`src/rtl/conv_acc_mem_if.sv`:
```
// Write/read/clear bus of the convolution result memory.
// The slave modport is the memory side; the master modport is the datapath side.
interface conv_acc_mem_if #(
   parameter int unsigned DATA_WIDTH = 16,
   parameter int unsigned ADDR_WIDTH = 6
);
   logic                  wr_en_i;
   logic                  acc_en_i;
   logic [ADDR_WIDTH-1:0] wr_addr_i;
   logic [DATA_WIDTH-1:0] wr_data_i;
   logic                  wr_ready_o;
   logic [ADDR_WIDTH-1:0] read_addr_i;
   logic [DATA_WIDTH-1:0] read_data_o;
   logic                  clear_i;
   logic                  busy_o;
   logic                  clr_done_o;
   logic                  ovf_o;

   modport slave (
      input  wr_en_i, acc_en_i, wr_addr_i, wr_data_i, read_addr_i, clear_i,
      output wr_ready_o, read_data_o, busy_o, clr_done_o, ovf_o
   );

   modport master (
      output wr_en_i, acc_en_i, wr_addr_i, wr_data_i, read_addr_i, clear_i,
      input  wr_ready_o, read_data_o, busy_o, clr_done_o, ovf_o
   );
endinterface

```
`src/rtl/conv_acc_mem.sv`:
```
// Result memory for the convolution datapath: dual-port RAM with a pipelined,
// forwarded signed read-modify-write accumulate and a full-array clear sequencer.
module conv_acc_mem #(
   parameter int unsigned DATA_WIDTH = 16,
   parameter int unsigned ADDR_WIDTH = 6,
   parameter bit          SATURATE   = 1'b1
) (
   input logic           clk,
   input logic           rstn,
   conv_acc_mem_if.slave bus
);
   localparam int unsigned DEPTH = 2 ** ADDR_WIDTH;
   localparam int unsigned SUM_W = DATA_WIDTH + 1;
   localparam logic [ADDR_WIDTH-1:0] LAST_ADDR = ADDR_WIDTH'(DEPTH - 1);
   localparam logic [DATA_WIDTH-1:0] SMAX = {1'b0, {(DATA_WIDTH-1){1'b1}}};
   localparam logic [DATA_WIDTH-1:0] SMIN = {1'b1, {(DATA_WIDTH-1){1'b0}}};

   typedef enum logic {IDLE, CLEAR} state_t;

   logic [DATA_WIDTH-1:0] mem [DEPTH];

   state_t                state_q, state_d;
   logic [ADDR_WIDTH-1:0] cnt_q;
   logic                  busy_q, done_q, ovf_q;
   logic [DATA_WIDTH-1:0] read_q;

   logic                  s1_valid;
   logic [ADDR_WIDTH-1:0] s1_addr;
   logic [DATA_WIDTH-1:0] s1_data;
   logic [DATA_WIDTH-1:0] s1_old;
   logic                  s1_acc;

   logic                  clr_start_c, clr_we_c, clr_last_c;
   logic                  accept_c;
   logic [SUM_W-1:0]      sum_c;
   logic                  sum_ovf_c;
   logic                  wb_ovf_c;
   logic [DATA_WIDTH-1:0] result_c;

   assign accept_c = bus.wr_en_i && !busy_q && !bus.clear_i;

   // Stage-2 result of the request held in S1; also the forwarding source.
   always_comb begin
      sum_c     = {s1_old[DATA_WIDTH-1], s1_old} + {s1_data[DATA_WIDTH-1], s1_data};
      sum_ovf_c = sum_c[SUM_W-1] != sum_c[SUM_W-2];
      result_c  = s1_data;
      if (s1_acc) begin
         if (SATURATE && sum_ovf_c) result_c = sum_c[SUM_W-1] ? SMIN : SMAX;
         else                       result_c = sum_c[DATA_WIDTH-1:0];
      end
      wb_ovf_c = s1_valid && s1_acc && sum_ovf_c;
   end

   always_ff @(posedge clk) begin
      if (!rstn) state_q <= IDLE;
      else       state_q <= state_d;
   end

   always_comb begin
      state_d = state_q;
      case (state_q)
         IDLE:    if (bus.clear_i) state_d = CLEAR;
         CLEAR:   if (cnt_q == LAST_ADDR) state_d = IDLE;
         default: state_d = IDLE;
      endcase
   end

   always_comb begin
      clr_start_c = 1'b0;
      clr_we_c    = 1'b0;
      clr_last_c  = 1'b0;
      case (state_q)
         IDLE:  clr_start_c = bus.clear_i;
         CLEAR: begin
            clr_we_c   = 1'b1;
            clr_last_c = (cnt_q == LAST_ADDR);
         end
         default: ;
      endcase
   end

   // Control/status registers; clear acceptance wins over a same-edge overflow.
   always_ff @(posedge clk) begin
      if (!rstn) begin
         busy_q   <= 1'b0;
         done_q   <= 1'b0;
         ovf_q    <= 1'b0;
         cnt_q    <= '0;
         s1_valid <= 1'b0;
      end else begin
         busy_q   <= (state_d == CLEAR);
         done_q   <= clr_last_c;
         s1_valid <= accept_c;
         if (clr_start_c)   ovf_q <= 1'b0;
         else if (wb_ovf_c) ovf_q <= 1'b1;
         if (clr_start_c)                  cnt_q <= '0;
         else if (clr_we_c && !clr_last_c) cnt_q <= cnt_q + 1'b1;
      end
   end

   // Stage 1: capture the request and its old value, forwarded from S1 on a match.
   always_ff @(posedge clk) begin
      if (accept_c) begin
         s1_addr <= bus.wr_addr_i;
         s1_data <= bus.wr_data_i;
         s1_acc  <= bus.acc_en_i;
         if (s1_valid && (s1_addr == bus.wr_addr_i)) s1_old <= result_c;
         else                                        s1_old <= mem[bus.wr_addr_i];
      end
   end

   // Single RAM write port; clear and writeback never coincide.
   always_ff @(posedge clk) begin
      if (rstn) begin
         if (clr_we_c)      mem[cnt_q]   <= '0;
         else if (s1_valid) mem[s1_addr] <= result_c;
      end
   end

   always_ff @(posedge clk) begin
      if (!rstn) read_q <= '0;
      else       read_q <= mem[bus.read_addr_i];
   end

   assign bus.read_data_o = read_q;
   assign bus.busy_o      = busy_q;
   assign bus.wr_ready_o  = !busy_q;
   assign bus.clr_done_o  = done_q;
   assign bus.ovf_o       = ovf_q;
endmodule

```
`src/flat_wrapper.sv`:
```
// flat-port wrapper written by rule: the top's interface ports become plain ports
module conv_acc_mem_flat 
#(
   parameter int unsigned DATA_WIDTH = 16,
   parameter int unsigned ADDR_WIDTH = 6,
   parameter bit          SATURATE   = 1'b1
)
  (clk, rstn, bus_wr_en_i, bus_acc_en_i, bus_wr_addr_i, bus_wr_data_i, bus_read_addr_i, bus_clear_i, bus_wr_ready_o, bus_read_data_o, bus_busy_o, bus_clr_done_o, bus_ovf_o);
  conv_acc_mem_if #(.DATA_WIDTH(DATA_WIDTH), .ADDR_WIDTH(ADDR_WIDTH)) bus_i ();
  input logic clk;
  input logic rstn;
  input wire logic [$bits(bus_i.wr_en_i)-1:0] bus_wr_en_i;
  input wire logic [$bits(bus_i.acc_en_i)-1:0] bus_acc_en_i;
  input wire logic [$bits(bus_i.wr_addr_i)-1:0] bus_wr_addr_i;
  input wire logic [$bits(bus_i.wr_data_i)-1:0] bus_wr_data_i;
  input wire logic [$bits(bus_i.read_addr_i)-1:0] bus_read_addr_i;
  input wire logic [$bits(bus_i.clear_i)-1:0] bus_clear_i;
  output wire logic [$bits(bus_i.wr_ready_o)-1:0] bus_wr_ready_o;
  output wire logic [$bits(bus_i.read_data_o)-1:0] bus_read_data_o;
  output wire logic [$bits(bus_i.busy_o)-1:0] bus_busy_o;
  output wire logic [$bits(bus_i.clr_done_o)-1:0] bus_clr_done_o;
  output wire logic [$bits(bus_i.ovf_o)-1:0] bus_ovf_o;
  assign bus_i.wr_en_i = bus_wr_en_i;
  assign bus_i.acc_en_i = bus_acc_en_i;
  assign bus_i.wr_addr_i = bus_wr_addr_i;
  assign bus_i.wr_data_i = bus_wr_data_i;
  assign bus_i.read_addr_i = bus_read_addr_i;
  assign bus_i.clear_i = bus_clear_i;
  assign bus_wr_ready_o = bus_i.wr_ready_o;
  assign bus_read_data_o = bus_i.read_data_o;
  assign bus_busy_o = bus_i.busy_o;
  assign bus_clr_done_o = bus_i.clr_done_o;
  assign bus_ovf_o = bus_i.ovf_o;
  conv_acc_mem #(.DATA_WIDTH(DATA_WIDTH), .ADDR_WIDTH(ADDR_WIDTH), .SATURATE(SATURATE)) u_core (.clk(clk), .rstn(rstn), .bus(bus_i));
endmodule
```
`config.mk`:
```
export PLATFORM = sky130hd
export DESIGN_NAME = conv_acc_mem_flat
export DESIGN_NICKNAME = d
export VERILOG_FILES = /design/src/rtl/conv_acc_mem_if.sv /design/src/rtl/conv_acc_mem.sv /design/src/flat_wrapper.sv
export SDC_FILE = /design/constraint.sdc
export NUM_CORES = 1
export LEC_CHECK = 0
export ABC_CLOCK_PERIOD_IN_PS = 6600
export CAP_MARGIN = 10
export CORE_ASPECT_RATIO = 0.8
export CORE_MARGIN = 2
export CORE_UTILIZATION = 48
export DETAILED_ROUTE_END_ITERATION = 10
export HOLD_SLACK_MARGIN = 0.1
export PLACE_DENSITY = 0.69
export RECOVER_POWER = 100
export SLEW_MARGIN = 20
export SYNTH_ARGS = -nofsm -noshare
export SYNTH_HDL_FRONTEND = slang
export SYNTH_SLANG_ARGS = --single-unit
```
`constraint.sdc`:
```
create_clock -name clk -period 6.6 [get_ports clk]
set_clock_uncertainty 0.1 [all_clocks]
set_input_delay 1.98 -clock clk [delete_from_list [all_inputs] [get_ports clk]]
set_output_delay 1.98 -clock clk [all_outputs]
set_load 0.05 [all_outputs]
```
==> results_tabular.tex <==
\begin{tabular}{lr}
\hline
Metric & Value \\
\hline
\multicolumn{2}{l}{\textbf{Clock tree}} \\
Master cell of the clock root buffer & sky130\_fd\_sc\_hd\_\_clkbuf\_16 \\
Max H-tree Level & 3 \\
CTS hold repair buffers & 0 \\
Maximum buffer depth of the clock tree & 3 \\
Sinks on the clock net & $\sim$1,100 \\
Post-CTS setup repair buffer count & 0 \\
TritonCTS clock tree & yes \\
Worst skew pair latency & about 720 ps \\
Clock-pin slew on the worst setup and hold paths & roughly 60 ps \\
Resized Gates After CTS & 0 \\
Number of buffers inserted during clock tree synthesis & 104 \\
\multicolumn{2}{l}{\textbf{Yosys}} \\
Dominant cells by area after synthesis & sky130\_fd\_sc\_hd\_\_edfxtp\_1 63\%, sky130\_fd\_sc\_hd\_\_mux4\_2 29\%, sky130\_fd\_sc\_hd\_\_dfxtp\_1 1.0\% \\
Top\_reg\_cell synth & sky130\_fd\_sc\_hd\_\_edfxtp\_1 \\
Yosys cell types & 52 \\
Cell area after synthesis & $\sim$50,000 um2 \\
Net count of the mapped netlist & between 2,000 and 2,500 \\
Number of flops mapped to enable cells by yosys & 1,063 \\
Share of async-settable or async-resettable flops after synthesis & 0 \\
Synthesized netlist cell count & between 2,000 and 2,500 \\
Sequential area share after synthesis & 0.643 \\
Flip-flop and latch count after synthesis & 1,089 \\
Yosys warning total & 0 \\
Area leader, netlist & sky130\_fd\_sc\_hd\_\_edfxtp\_1 \\
Area share of the largest cell type after synthesis & 0.632 \\
Mean area per synthesized cell & 21.6 um2 \\
\multicolumn{2}{l}{\textbf{Finish}} \\
Leading cell types in the layout, fill and taps excluded & 1,063 x sky130\_fd\_sc\_hd\_\_edfxtp\_1, 658 x sky130\_fd\_sc\_hd\_\_mux4\_2, 108 x sky130\_fd\_sc\_hd\_\_clkbuf\_16 \\
Number of nets in the layout & 2,513 \\
Share of cells above drive strength 1 & 0.399 \\
Most frequent standard cell in the layout excluding fill and tap cells & sky130\_fd\_sc\_hd\_\_edfxtp\_1 \\
Area of the multi-input gates & 17,500 um2 \\
Fill cell total of the finished layout & 7,794 \\
Area growth syn-to-layout & 12.8\% \\
Register Area & 32,400 um2 \\
\multicolumn{2}{l}{\textbf{Power and ir drop}} \\
Sequential cell fraction of total power & 0.506 \\
Clk network pwr share & 0.426 \\
Sw frac & 0.217 \\
Power Density & around 260 nW/um2 \\
Total power of the final layout & 14,900 uW \\
Combinational power share & 0.068 \\
Sw power & between 3000 and 4000 uW \\
Cell Int Power & roughly 12,000 uW \\
Cell leakage power & 0.0177 uW \\
Worst ir drop on vdd & 0.000227 V \\
\multicolumn{2}{l}{\textbf{STA}} \\
Top achievable clock speed & between 150 and 200 MHz \\
Shortest clock period the worst path allows after layout & 5730 ps \\
Total negative slack for setup checks & 0 ps \\
Final Hold Slack & between 300 and 400 ps \\
Worst slew margin relative to its limit & -0.674 \\
Share of the clock period used by the worst path & 0.869 \\
Transition time at the pin with the least slew margin & 2510 ps \\
RSZ-0062 raised after global routing & false \\
Final Max Slew Viols & about 300 \\
Count of endpoints failing hold in the final timing report & 0 \\
Setup-failing EPs final & 0 \\
\multicolumn{2}{l}{\textbf{Job}} \\
Max cap viols & 8 \\
\multicolumn{2}{l}{\textbf{Placement}} \\
Routability Congestion & 0.925 \\
Post-DP HPWL & between 80 and 90 mm \\
\# port buffers & 52 \\
\multicolumn{2}{l}{\textbf{GRT}} \\
Global-route total usage across every layer & 0.268 \\
Global-route wire length before repair & 204 mm \\
Congestion Overflow GR & 0 \\
Antenna violations before repair & 7 \\
Via count of the first global-routing pass & 28,000 \\
Pin count of the biggest net entering global routing & 77 \\
\multicolumn{2}{l}{\textbf{Min path}} \\
Tightest Hold Check Type & reg2reg \\
\multicolumn{2}{l}{\textbf{Critical path}} \\
CP Data Required Time & around 6800 ps \\
Critical path fanouts, max & 24 \\
Critical path startpoint category & primary input \\
Kind of capture point of the worst setup path & flop \\
Critical Setup Path Class & in2reg \\
Signal arrival time at the worst endpoint & about 6000 ps \\
\multicolumn{2}{l}{\textbf{Die}} \\
Starting utilization of the core area & 0.484 \\
Total number of placement rows & 106 \\
Die W & $\sim$370 um \\
Height of the chip & between 200 and 300 um \\
Total Die Area & 108,000 um2 \\
Area of the core region & between 100,000 and 150,000 um2 \\
IO Count & 53 \\
\multicolumn{2}{l}{\textbf{Routing}} \\
DR vias/cell & 6.93 \\
Via count & between 20,000 and 30,000 \\
Number of DRC markers in iteration 0 & roughly 4,300 \\
Routed wire length per instance & 36.0 um \\
Pre-antenna DRT Iters & 6 \\
Post-detailed-routing wire length & between 100 and 150 mm \\
Drt drc & 0 \\
Antenna Violating Nets Remaining & 0 \\
\multicolumn{2}{l}{\textbf{Run status}} \\
Run status & finished with violations \\
Failing checks & capacitance limit, slew limit \\
\hline
\end{tabular}
layout make-up:
class / instances / share of cell area
sequential: 1089 / 0.570
multi-input combinational: 1067 / 0.307
clock buffer: 123 / 0.0485
tap: 1404 / 0.0309
timing repair buffer: 187 / 0.0283
clock inverter: 71 / 0.0148
inverter: 13 / 0.000857
antenna: 2 / 0.0000879
flip-flops by register name, indices dropped and copies added (netlist names):
name / count
u_core.bus.busy_o: 1
u_core.bus.clr_done_o: 1
u_core.bus.ovf_o: 1
u_core.bus.read_data_o: 16
u_core.cnt_q: 6
u_core.mem: 1024
u_core.s1_acc: 1
u_core.s1_addr: 6
u_core.s1_data: 16
u_core.s1_old: 16
u_core.s1_valid: 1
per-stage QoR:
| stage | util | instance area, um2 | cells | setup slack [ps] |
|---|---|---|---|---|
| finish | 0.545 | 56900 | 3956 | 867 |
| global route | 0.545 | 56900 | 3954 | 704 |
| CTS | 0.548 | 57200 | 3954 | 1700 |
| detailed placement | 0.513 | 53600 | 3760 | 1130 |
| global placement | 0.513 | 53600 | 3760 | 1090 |
| floorplan | - | 50500 | 2338 | 294 |
layer usage:
| metal | global-route usage | routed length, um |
|---|---|---|
| met1 | 0.383 | 53800 |
| met3 | 0.0799 | 18900 |
| met2 | 0.395 | 63700 |
| met5 | 0 | 168 |
| met4 | 0.0981 | 5710 |
worst paths after layout:
kind,from,endpoint,slack [ps],cells past startpoint
max reg2reg,u_core.s1_data[0],u_core.mem[17][1],1020,13
max,rstn,u_core.mem[7][6],870,8
min,u_core.bus.ovf_o,u_core.bus.ovf_o,370,2
min reg2reg,u_core.bus.ovf_o,u_core.bus.ovf_o,370,2
power by group through the flow:
| stage | logic [uW] | clock network [uW] | registers [uW] |
|---|---|---|---|
| 5_1_grt | 1060 | 6700 | 7550 |
| 6_report | 1020 | 6350 | 7550 |
| 4_1_cts | 1030 | 6440 | 7550 |
| 3_5_place_dp | 1020 | 0 | 7700 |
| 3_3_place_gp | 1010 | 0 | 7700 |
| 2_1_floorplan | 641 | 0 | 7720 |
logic make-up after synthesis:
family,synth area share
mux,0.295
simple gates,0.0190
xor+xnor,0.00330
compound gates,0.0195
buf+inv,0.0160
flops,0.643
fa+ha+maj,0.00461
worst max-delay path, cell delays in order:
cell and delay [ps]:
sky130_fd_sc_hd__dlygate4sd3_1 550, sky130_fd_sc_hd__clkbuf_1 920, sky130_fd_sc_hd__nand3_1 690, sky130_fd_sc_hd__or3_1 510
sky130_fd_sc_hd__o31ai_1 110, sky130_fd_sc_hd__nand2_1 330, sky130_fd_sc_hd__nor2_1 260, sky130_fd_sc_hd__clkbuf_2 590
synth_stat cells (15+ instances only):
cell type and number:
sky130_fd_sc_hd__nand3_1 17, sky130_fd_sc_hd__buf_2 43, sky130_fd_sc_hd__clkbuf_1 82, sky130_fd_sc_hd__mux4_2 658
sky130_fd_sc_hd__buf_1 27, sky130_fd_sc_hd__ha_1 17, sky130_fd_sc_hd__o21ai_0 44, sky130_fd_sc_hd__nand2_1 37
sky130_fd_sc_hd__a21oi_1 29, sky130_fd_sc_hd__buf_4 15, sky130_fd_sc_hd__dfxtp_1 26, sky130_fd_sc_hd__and2_1 23
sky130_fd_sc_hd__a22oi_1 26, sky130_fd_sc_hd__edfxtp_1 1063, sky130_fd_sc_hd__nor2_1 97
No activity file was read; power rests on OpenSTA's default activity.
